--- src/rtl/param_1x2_demux_reg_pkg.sv ---
`default_nettype none
// ============================================================================
// Module   : param_1x2_demux_reg_pkg
// Brief    : Shared constants for the registered 1-to-2 demultiplexer.
// Revision : 1.0
// ============================================================================
package param_1x2_demux_reg_pkg;

  localparam int   CNT_W_DEFAULT = 16;
  localparam logic SEL_PORT1     = 1'b0;
  localparam logic SEL_PORT2     = 1'b1;

endpackage : param_1x2_demux_reg_pkg
`default_nettype wire

--- src/rtl/param_1x2_demux_reg_hs_slot.sv ---
`default_nettype none
// ============================================================================
// Module   : hs_slot_reg
// Brief    : One-entry valid/ready holding register with a drain counter.
// Revision : 1.0
// ============================================================================
module hs_slot_reg
  import param_1x2_demux_reg_pkg::*;
#(
  parameter int n     = 32,
  parameter int CNT_W = CNT_W_DEFAULT
) (
  input  logic             clk,
  input  logic             rst_n,
  input  logic             load,
  input  logic [n-1:0]     load_data,
  output logic             slot_ready,
  output logic [n-1:0]     out_data,
  output logic             out_valid,
  input  logic             out_ready,
  output logic [CNT_W-1:0] count
);

  logic             r_valid;
  logic [n-1:0]     r_data;
  logic [CNT_W-1:0] r_count;
  logic             w_drain;

  assign w_drain    = r_valid & out_ready;
  // Slot can take a new word when empty or when its word leaves this cycle.
  assign slot_ready = ~r_valid | out_ready;

  always_ff @(posedge clk or negedge rst_n) begin
    if (!rst_n) begin
      r_valid <= 1'b0;
      r_data  <= '0;
    end else if (load) begin
      r_valid <= 1'b1;
      r_data  <= load_data;
    end else if (w_drain) begin
      r_valid <= 1'b0;
    end
  end

  // Wraps naturally at 2^CNT_W.
  always_ff @(posedge clk or negedge rst_n) begin
    if (!rst_n) begin
      r_count <= '0;
    end else if (w_drain) begin
      r_count <= r_count + 1'b1;
    end
  end

  assign out_data  = r_data;
  assign out_valid = r_valid;
  assign count     = r_count;

endmodule : hs_slot_reg
`default_nettype wire

--- src/rtl/param_1x2_demux_reg.sv ---
`default_nettype none
// ============================================================================
// Module   : param_1x2_demux_reg
// Brief    : Registered 1-to-2 valid/ready demultiplexer with transfer counters.
// Revision : 1.0
// ============================================================================
module param_1x2_demux_reg
  import param_1x2_demux_reg_pkg::*;
#(
  parameter int n     = 32,
  parameter int CNT_W = CNT_W_DEFAULT
) (
  input  logic             clk,
  input  logic             rst_n,
  input  logic [n-1:0]     in_data,
  input  logic             in_sel,
  input  logic             in_valid,
  output logic             in_ready,
  output logic [n-1:0]     out1_data,
  output logic             out1_valid,
  input  logic             out1_ready,
  output logic [n-1:0]     out2_data,
  output logic             out2_valid,
  input  logic             out2_ready,
  output logic [CNT_W-1:0] out1_count,
  output logic [CNT_W-1:0] out2_count
);

  logic w_ready1;
  logic w_ready2;
  logic w_accept;
  logic w_load1;
  logic w_load2;

  // Only the selected slot gates acceptance; the other slot may be stalled.
  assign in_ready = (in_sel == SEL_PORT2) ? w_ready2 : w_ready1;
  assign w_accept = in_valid & in_ready;
  assign w_load1  = w_accept & (in_sel == SEL_PORT1);
  assign w_load2  = w_accept & (in_sel == SEL_PORT2);

  hs_slot_reg #(
    .n     (n),
    .CNT_W (CNT_W)
  ) u_slot1 (
    .clk        (clk),
    .rst_n      (rst_n),
    .load       (w_load1),
    .load_data  (in_data),
    .slot_ready (w_ready1),
    .out_data   (out1_data),
    .out_valid  (out1_valid),
    .out_ready  (out1_ready),
    .count      (out1_count)
  );

  hs_slot_reg #(
    .n     (n),
    .CNT_W (CNT_W)
  ) u_slot2 (
    .clk        (clk),
    .rst_n      (rst_n),
    .load       (w_load2),
    .load_data  (in_data),
    .slot_ready (w_ready2),
    .out_data   (out2_data),
    .out_valid  (out2_valid),
    .out_ready  (out2_ready),
    .count      (out2_count)
  );

endmodule : param_1x2_demux_reg
`default_nettype wire
--- config.mk ---
export PLATFORM = sky130hd
export DESIGN_NAME = param_1x2_demux_reg
export DESIGN_NICKNAME = d
export VERILOG_FILES = /design/src/rtl/param_1x2_demux_reg_pkg.sv /design/src/rtl/param_1x2_demux_reg_hs_slot.sv /design/src/rtl/param_1x2_demux_reg.sv
export SDC_FILE = /design/constraint.sdc
export NUM_CORES = 1
export LEC_CHECK = 0
export BUFFER_PORTS_ARGS = -buffer_cell sky130_fd_sc_hd__buf_2
export CORE_MARGIN = 2
export CORE_UTILIZATION = 30
export CTS_CLUSTER_SIZE = 8
export DETAILED_ROUTE_END_ITERATION = 8
export GPL_TIMING_DRIVEN = 1
export PLACE_DENSITY = 0.62
export RECOVER_POWER = 25
export SLEW_MARGIN = 10
export SYNTH_ARGS = -nofsm -noshare
export SYNTH_HDL_FRONTEND = slang
export SYNTH_SLANG_ARGS = --single-unit
--- constraint.sdc ---
create_clock -name clk -period 4.34 [get_ports clk]
set_clock_uncertainty 0.05 [all_clocks]
set_input_delay 0.217 -clock clk [delete_from_list [all_inputs] [get_ports clk]]
set_output_delay 0.217 -clock clk [all_outputs]
set_load 0.05 [all_outputs]
### Word level (Yosys, flattened, before mapping)

Index checks and enable logic that the tools add are counted.
W data, S select, Z words.

* add/sub/neg operators: 2
* multiplexer cells: 5
* bitwise operators: 10
* reduce and logical (&&, ||, !) cells: 2

Operators with widths (number)
* $add A16 B1 Y16 const B: 2
* $and A1 B1 Y1: 5
* $mux W1: 5
* $reduce_bool A2 Y1: 2
* $not A1 Y1: 3
* $or A1 B1 Y1: 2

* register bits: 98
* input bits: 38
* output and inout port bits: 99
* logic and storage cells: 25

### Longest topological paths before layout

Gate-level depths: netlist (run 1).

* word-level depth: 6
* mapped depth: 5
* gate-level depth less buffers: 5

### Cells and area by module

From an unflattened synthesis (run 1), not the netlist that was laid out.

* cells, all modules: 255
* area, all modules: 3883.7 um^2

Modules (own cells, without submodules)
* hs_slot_reg: times used 2, cells an instance 126, area an instance 1925.6 um^2, sequential area each 1226.2 um^2
* param_1x2_demux_reg: times used 1, cells an instance 3, area an instance 32.5 um^2, sequential area each 0.0 um^2

### Worst setup path after synthesis (run 1)

OpenSTA, ideal clock, no wires.

* kind: reg-to-reg
* from: reg u_slot1.r_count[0] (netlist: u_slot1.count[0])
* to: reg u_slot1.r_count[8] (netlist: u_slot1.count[8])
* setup time: 0.142 ns
* arrival: 1.699 ns
* data required time: 4.148 ns
* setup slack: 2.449 ns
* cell stages (with the launch flop): 6
* path buffers: 0
* period minus slack after synthesis: 1.891 ns
* path through: dfrtp_1 > ha_1 > nand3_1 > nor3_1 > nand4_1 > xnor2_1

* longest elaborated chain between the ends: 1

Ends and longest elaborated chain
* start: declaration: RTL line param_1x2_demux_reg_hs_slot.sv:26 `logic [CNT_W-1:0] r_count;`
* start signal: assignment: RTL line param_1x2_demux_reg_hs_slot.sv:50 `r_count <= r_count + 1'b1;`
* $add A16 B1 Y16: RTL line param_1x2_demux_reg_hs_slot.sv:50

Every way passes these cells.
A chain may end at the register's enable or synchronous reset.

### Worst setup path in the final report (run 1)

* from: reg u_slot2.r_valid (netlist: u_slot2.out_valid)
* to: reg u_slot2.r_data[7] (netlist: u_slot2.out_data[7])

* longest elaborated chain between the ends: 5

Ends and longest elaborated chain
* start: declaration: RTL line param_1x2_demux_reg_hs_slot.sv:24 `logic r_valid;`
* start signal: assignment: RTL line param_1x2_demux_reg_hs_slot.sv:35 `r_valid <= 1'b0;`
* start signal: assignment: RTL line param_1x2_demux_reg_hs_slot.sv:38 `r_valid <= 1'b1;`
* start signal: assignment: RTL line param_1x2_demux_reg_hs_slot.sv:41 `r_valid <= 1'b0;`
* $not A1 Y1: RTL line param_1x2_demux_reg_hs_slot.sv:31 `assign slot_ready = ~r_valid | out_ready;`
* $or A1 B1 Y1: RTL line param_1x2_demux_reg_hs_slot.sv:31
* $mux W1: RTL line param_1x2_demux_reg.sv:36 `assign in_ready = (in_sel == SEL_PORT2) ? w_ready2 : w_ready1;`
* $and A1 B1 Y1: RTL line param_1x2_demux_reg.sv:37 `assign w_accept = in_valid & in_ready;`
* $and A1 B1 Y1: RTL line param_1x2_demux_reg.sv:39 `assign w_load2 = w_accept & (in_sel == SEL_PORT2);`
* end signal: assignment: RTL line param_1x2_demux_reg_hs_slot.sv:39 `r_data <= load_data;`
* end: declaration: RTL line param_1x2_demux_reg_hs_slot.sv:25 `logic [n-1:0] r_data;`

Every way passes these cells.

==> results of run 1 <==
-- what timing repair did --
| item | CTS | global route |
|---|---|---|
| hold buffers | 1 | 0 |
| resized for setup | 0 | 0 |
| endpoints found under the hold margin | 48 | 0 |
-- cell usage after synthesis --
library cell  number  share of area
and3_1             2         0.0032
and3_2             1         0.0019
and4_1             2         0.0045
buf_2              3         0.0039
buf_6              3         0.0087
clkbuf_8           1         0.0036
dfrtp_1           98           0.63
ha_1               2         0.0065
inv_1              1        0.00097
mux2_2            66           0.19
mux2_4             1         0.0039
nand2_1           17          0.016
nand2b_1           2         0.0032
nand3_1           14          0.018
nand3b_1           1         0.0019
nand4_1            6         0.0097
nor2_1             6         0.0058
nor2b_1            1         0.0016
nor3_1             2         0.0026
nor3_2             2         0.0052
nor4_4             1         0.0055
xnor2_1           24          0.054
xor2_1             6          0.014
-- power groups by stage --
stage	Combinational (mW)	Sequential (mW)	Clock [mW]
after floorplan	0.205	1.76	0
after global placement	1.02	1.21	0
after detailed placement	1.02	1.21	0
after CTS	1.02	1.20	0.762
after global routing	1.06	1.22	0.805
final	1.00	1.20	0.734
-- cells by family after synthesis --
family                   after synthesis  share of synthesized area
XOR/XNOR                              30                    0.06783
adder cells (fa/ha/maj)                2                   0.006459
buffers and inverters                  8                    0.01712
flip-flops                            98                     0.6331
multiplexers                          67                     0.1957
AND/OR/NAND/NOR                       57                    0.07978
-- path summary, 6_finish.rpt --
kind / startpoint / end / cells past startpoint
setup / recovery: u_slot2.out_valid / u_slot2.out_data[7] / 3
hold / removal: in_data[29] / u_slot2.out_data[29] / 2
max in group asynchronous: rst_n / u_slot2.out_data[9] / 3
min in group asynchronous: rst_n / u_slot2.count[11] / 2
setup reg to reg: u_slot2.out_valid / u_slot2.out_data[7] / 3
hold reg to reg: u_slot1.count[15] / u_slot1.count[15] / 1
-- registers in the layout (all words and copies together), names as in the netlist --
name / cells
u_slot1.out_valid: 1
u_slot2.out_data: 32
u_slot2.out_valid: 1
u_slot1.out_data: 32
u_slot2.count: 16
u_slot1.count: 16
-- layer usage --
layer	global-route usage	up-vias	share of wire
met4	0.05572	0	0.019
met2	0.1977	85	0.49
li1	-	1194	-
met3	0.03924	14	0.063
met1	0.1456	1288	0.43
met5	0	-	0
-- layout make-up --
| class | instances | area [sq um] | area share |
|---|---|---|---|
| clock buffers | 12 | 256.5 | 0.05134 |
| clock inverters | 3 | 15.01 | 0.003005 |
| inverters | 1 | 3.754 | 0.0007513 |
| multi-input cells | 156 | 1363 | 0.2727 |
| flip-flops and latches | 98 | 2452 | 0.4909 |
| well taps | 172 | 215.2 | 0.04308 |
| repair buffers | 139 | 690.7 | 0.1382 |
-- metrics by stage --
stage          total power, mW  utilization  hold WS [ns]  cells
2_1_floorplan            1.963            -       -0.1286    262
3_5_place_dp             2.236       0.3750        0.2333    565
4_1_cts                  2.986       0.3973       0.05316    581
3_3_place_gp             2.224       0.3750        0.2203    565
6_report                 2.938       0.3959       0.07093    581
5_1_grt                  3.083       0.3959       0.05910    581
==> results.json, run 1 <==
{
  "groute.usage.overall": 0.1212,
  "clkPwrFrac": 0.250,
  "clock_latency_ns": 0.34,
  "worstHoldPathType": "in -> reg",
  "io_buffers": 136,
  "mostFrequentLayoutCells": "buf_2 (121), dfrtp_1 (98), mux2_2 (66)",
  "period_minus_slack_ns": 2.023,
  "path_clk_slew_ns": 0.07,
  "die_h_microns": 117.6,
  "start_kind": "flop",
  "final_hold_viol_count": 0,
  "ir_drop_mv": 0.2236,
  "rsz0062_at_grt": "no",
  "viasPerCell": 4.442,
  "initial_utilization": 0.3070,
  "reg2reg_setup_slack_ns": 2.32,
  "ys_types": 23,
  "dpl_worst_slack_ns": 2.286,
  "yosysSeqAreaShare": 0.6331,
  "synth_area_sq_um": 3874,
  "critPathTopFamily": "simple AND/OR/NAND/NOR gates",
  "tns_ns": 0,
  "relSlewSlack": 0.3341,
  "drc": 0,
  "wl_microns": 8094,
  "ys_warn_count": 0,
  "clock_sinks": 98,
  "sw_frac_of_total": 0.4073,
  "detail-route-antenna-nets": 0,
  "numCtsBuffers": 9,
  "grt_pass1_wl_microns": 13370,
  "drt_first_pass_iters": 4,
  "fmax_ghz": 0.4943,
  "worst_slack_ns": 2.317,
  "p_leak_nw": 2.367,
  "drv_cap": 0,
  "clk_path_buf_depth": 2,
  "syn_nets": 302,
  "cts_setup_buffers": 0,
  "cts_tree": "done",
  "fin_area_sq_um": 4996,
  "final_common_cell": "buf_2",
  "ctsHtreeMaxLevel": 3,
  "die_area_sq_um": 13840,
  "crit_fanout": 32,
  "area_growth_pct": 28.97,
  "endpoint_kind": "flop",
  "antenna_found_initial": 0,
  "report.final.slew_viol_count": 0,
  "grt_max_degree": 51,
  "dp_hpwl_microns": 5814,
  "synth_seq_cells": 98,
  "critPathBufInv": 0,
  "worstPathArrival_ns": 2.19,
  "dpl_cell_area_sq_um": 4732,
  "crit_type": "reg -> reg",
  "drive_gt1_frac": 0.5134,
  "num_rows": 41,
  "worstPathCellList": "nand2b_1, nor2b_4, mux2_2",
  "grt_pass1_vias": 2704,
  "core-area_sq_um": 12620,
  "die-width_microns": 117.6,
  "root_buffer": "clkbuf_16",
  "report.final.setup_viol": 0,
  "nNetsFinal": 445,
  "switchingPower_mw": 1.197,
  "power.internal_mw": 1.741,
  "drt_iter0_drc": 78,
  "p_seq_frac": 0.408,
  "status": "completed",
  "gp_congestion": 0.7528,
  "cp_slowest_cell": "nor2b_4",
  "routedWlPerCell_microns": 13.93,
  "io-pin-count": 137,
  "critical-path-max-stage-delay_ns": 0.83,
  "crit_required_ns": 4.51,
  "min_period_over_period": 0.4661,
  "synth.avg_cell_area_sq_um": 14.79,
  "diodes": 0,
  "p_comb_frac": 0.342,
  "via_count": 2581,
  "netlist_instances": 262,
  "grt-ovfl-total": 0,
  "tightest_slew_ns": 0.9968,
  "nFillCells": 1234,
  "p_per_area_nw_per_um2": 588.1
}
Power figures use the tool's default switching activity.
==> run 2: changes to the inputs <==
- clock period: 4.34 -> 1.96 ns (I/O delays scaled with it)
==> results.json, run 2 (same netlist as run 1, synthesis figures left out) <==
{
  "status": "completed",
  "clock_latency_ns": 0.34,
  "numCtsBuffers": 9,
  "wl_met3_microns": 560,
  "min_period_over_period": 0.8928,
  "drc": 0,
  "gp_congestion": 0.7818,
  "wl_microns": 8247,
  "dp_hpwl_microns": 5872,
  "crit_required_ns": 2.13,
  "final_common_cell": "buf_2",
  "routedWlPerCell_microns": 13.32,
  "worstPathArrival_ns": 1.92,
  "relSlewSlack": 0.4019,
  "tightest_slew_ns": 0.8972,
  "root_buffer": "clkbuf_16",
  "power.internal_mw": 4.063,
  "via_count": 2685,
  "multiInputGateArea_sq_um": 1363,
  "critical-path-max-stage-delay_ns": 0.51,
  "totalPowerFinal_mw": 6.706,
  "p_leak_nw": 2.570,
  "die_area_sq_um": 13840,
  "nNetsFinal": 482,
  "core-area_sq_um": 12620,
  "critPathBufInv": 0,
  "dpl_cell_area_sq_um": 4782,
  "crit_type": "reg -> reg",
  "groute.usage.overall": 0.1264,
  "clock_sinks": 98,
  "period_minus_slack_ns": 1.750,
  "fin_area_sq_um": 5401,
  "tns_ns": 0,
  "drive_gt1_frac": 0.5056,
  "cts_tree": "done",
  "wl_met1_microns": 3658,
  "drt_iter0_drc": 58,
  "path_clk_slew_ns": 0.06,
  "critPathTopFamily": "simple AND/OR/NAND/NOR gates",
  "endpoint_kind": "flop",
  "post_cts_resized": 0,
  "grt-ovfl-total": 0,
  "diodes": 0,
  "ctsHtreeMaxLevel": 3,
  "crit_fanout": 5,
  "drt_first_pass_iters": 4,
  "clkPwrFrac": 0.263,
  "p_per_area_nw_per_um2": 1242,
  "cp_slowest_cell": "nor3_1",
  "regArea_sq_um": 2452,
  "area_growth_pct": 39.44,
  "viasPerCell": 4.338,
  "io_buffers": 136,
  "detail-route-antenna-nets": 0,
  "ir_drop_mv": 0.4530,
  "worst_hold_slack_ns": 0.02486,
  "sw_frac_of_total": 0.3941,
  "rsz0062_at_grt": "no",
  "grt_max_degree": 46,
  "mostFrequentLayoutCells": "buf_2 (135), dfrtp_1 (98), mux2_2 (66)",
  "clk_path_buf_depth": 2,
  "start_kind": "flop",
  "initial_utilization": 0.3070,
  "grt_pass1_vias": 2748,
  "grt_pass1_wl_microns": 13970,
  "worstPathCellList": "ha_1, nand3_1, nor3_1, nand4_1, xnor2_1",
  "die-width_microns": 117.6,
  "switchingPower_mw": 2.643,
  "antenna_found_initial": 0,
  "die_h_microns": 117.6,
  "p_seq_frac": 0.392,
  "final_hold_viol_count": 0,
  "nFillCells": 1204,
  "fmax_ghz": 0.5715,
  "p_comb_frac": 0.345,
  "report.final.setup_viol": 0,
  "num_rows": 41,
  "wl_met2_microns": 3928,
  "io-pin-count": 137,
  "top_layer_used": "met4",
  "worstHoldPathType": "in -> reg",
  "report.final.slew_viol_count": 0,
  "drv_cap": 0
}
run 2: timing repair:
item	CTS	global route
hold endpoints to repair	95	0
endpoints found under the setup margin	0	0
hold buffers	33	0
setup buffers	0	0
run 2: layout make-up:
cell class / instances / share of cell area
clock buffers: 14 / 0.04888
inverters: 1 / 0.0006949
flip-flops and latches: 98 / 0.4540
repair buffers: 176 / 0.1978
well taps: 172 / 0.03984
multi-input cells: 156 / 0.2523
clock inverters: 2 / 0.006486
run 2: worst paths after layout:
path                                   endpoint  slack, ns  cells past startpoint               from
setup / recovery               u_slot1.count[8]       0.21                      5   u_slot1.count[0]
hold / removal                u_slot2.out_valid       0.02                      3           in_valid
setup reg to reg               u_slot1.count[8]       0.21                      5   u_slot1.count[0]
hold reg to reg               u_slot2.count[15]       0.42                      1  u_slot2.count[15]
max in group asynchronous  u_slot2.out_data[20]       0.40                      3              rst_n
min in group asynchronous     u_slot2.count[11]       0.37                      2              rst_n
run 2: worst reg2reg max path: stages (launching register included):
cell	delay (ns)
dfrtp_1	0.41
ha_1	0.17
nand3_1	0.13
nor3_1	0.51
nand4_1	0.19
xnor2_1	0.16
run 2: stage by stage:
step	std cells	utilization	setup slack (ns)
final	619	0.4280	0.2101
after floorplan	262	-	0.06930
after detailed placement	570	0.3789	0.2534
after global routing	619	0.4280	0.03179
after CTS	619	0.4288	0.2325
after global placement	570	0.3789	0.3170
run 2: metal layers:
layer,track usage,up-vias
met2,0.1995,78
met5,0,-
met1,0.1593,1321
li1,-,1277
met4,0.03840,0
met3,0.05087,9
run 2: power groups by stage:
| stage | combinational (mW) | sequential, mW | clock [mW] |
|---|---|---|---|
| floorplan | 0.453 | 3.89 | 0 |
| finish | 2.31 | 2.63 | 1.76 |
| detailed placement | 2.28 | 2.67 | 0 |
| global placement | 2.27 | 2.65 | 0 |
| global route | 2.42 | 2.69 | 1.94 |
| CTS | 2.34 | 2.63 | 1.82 |
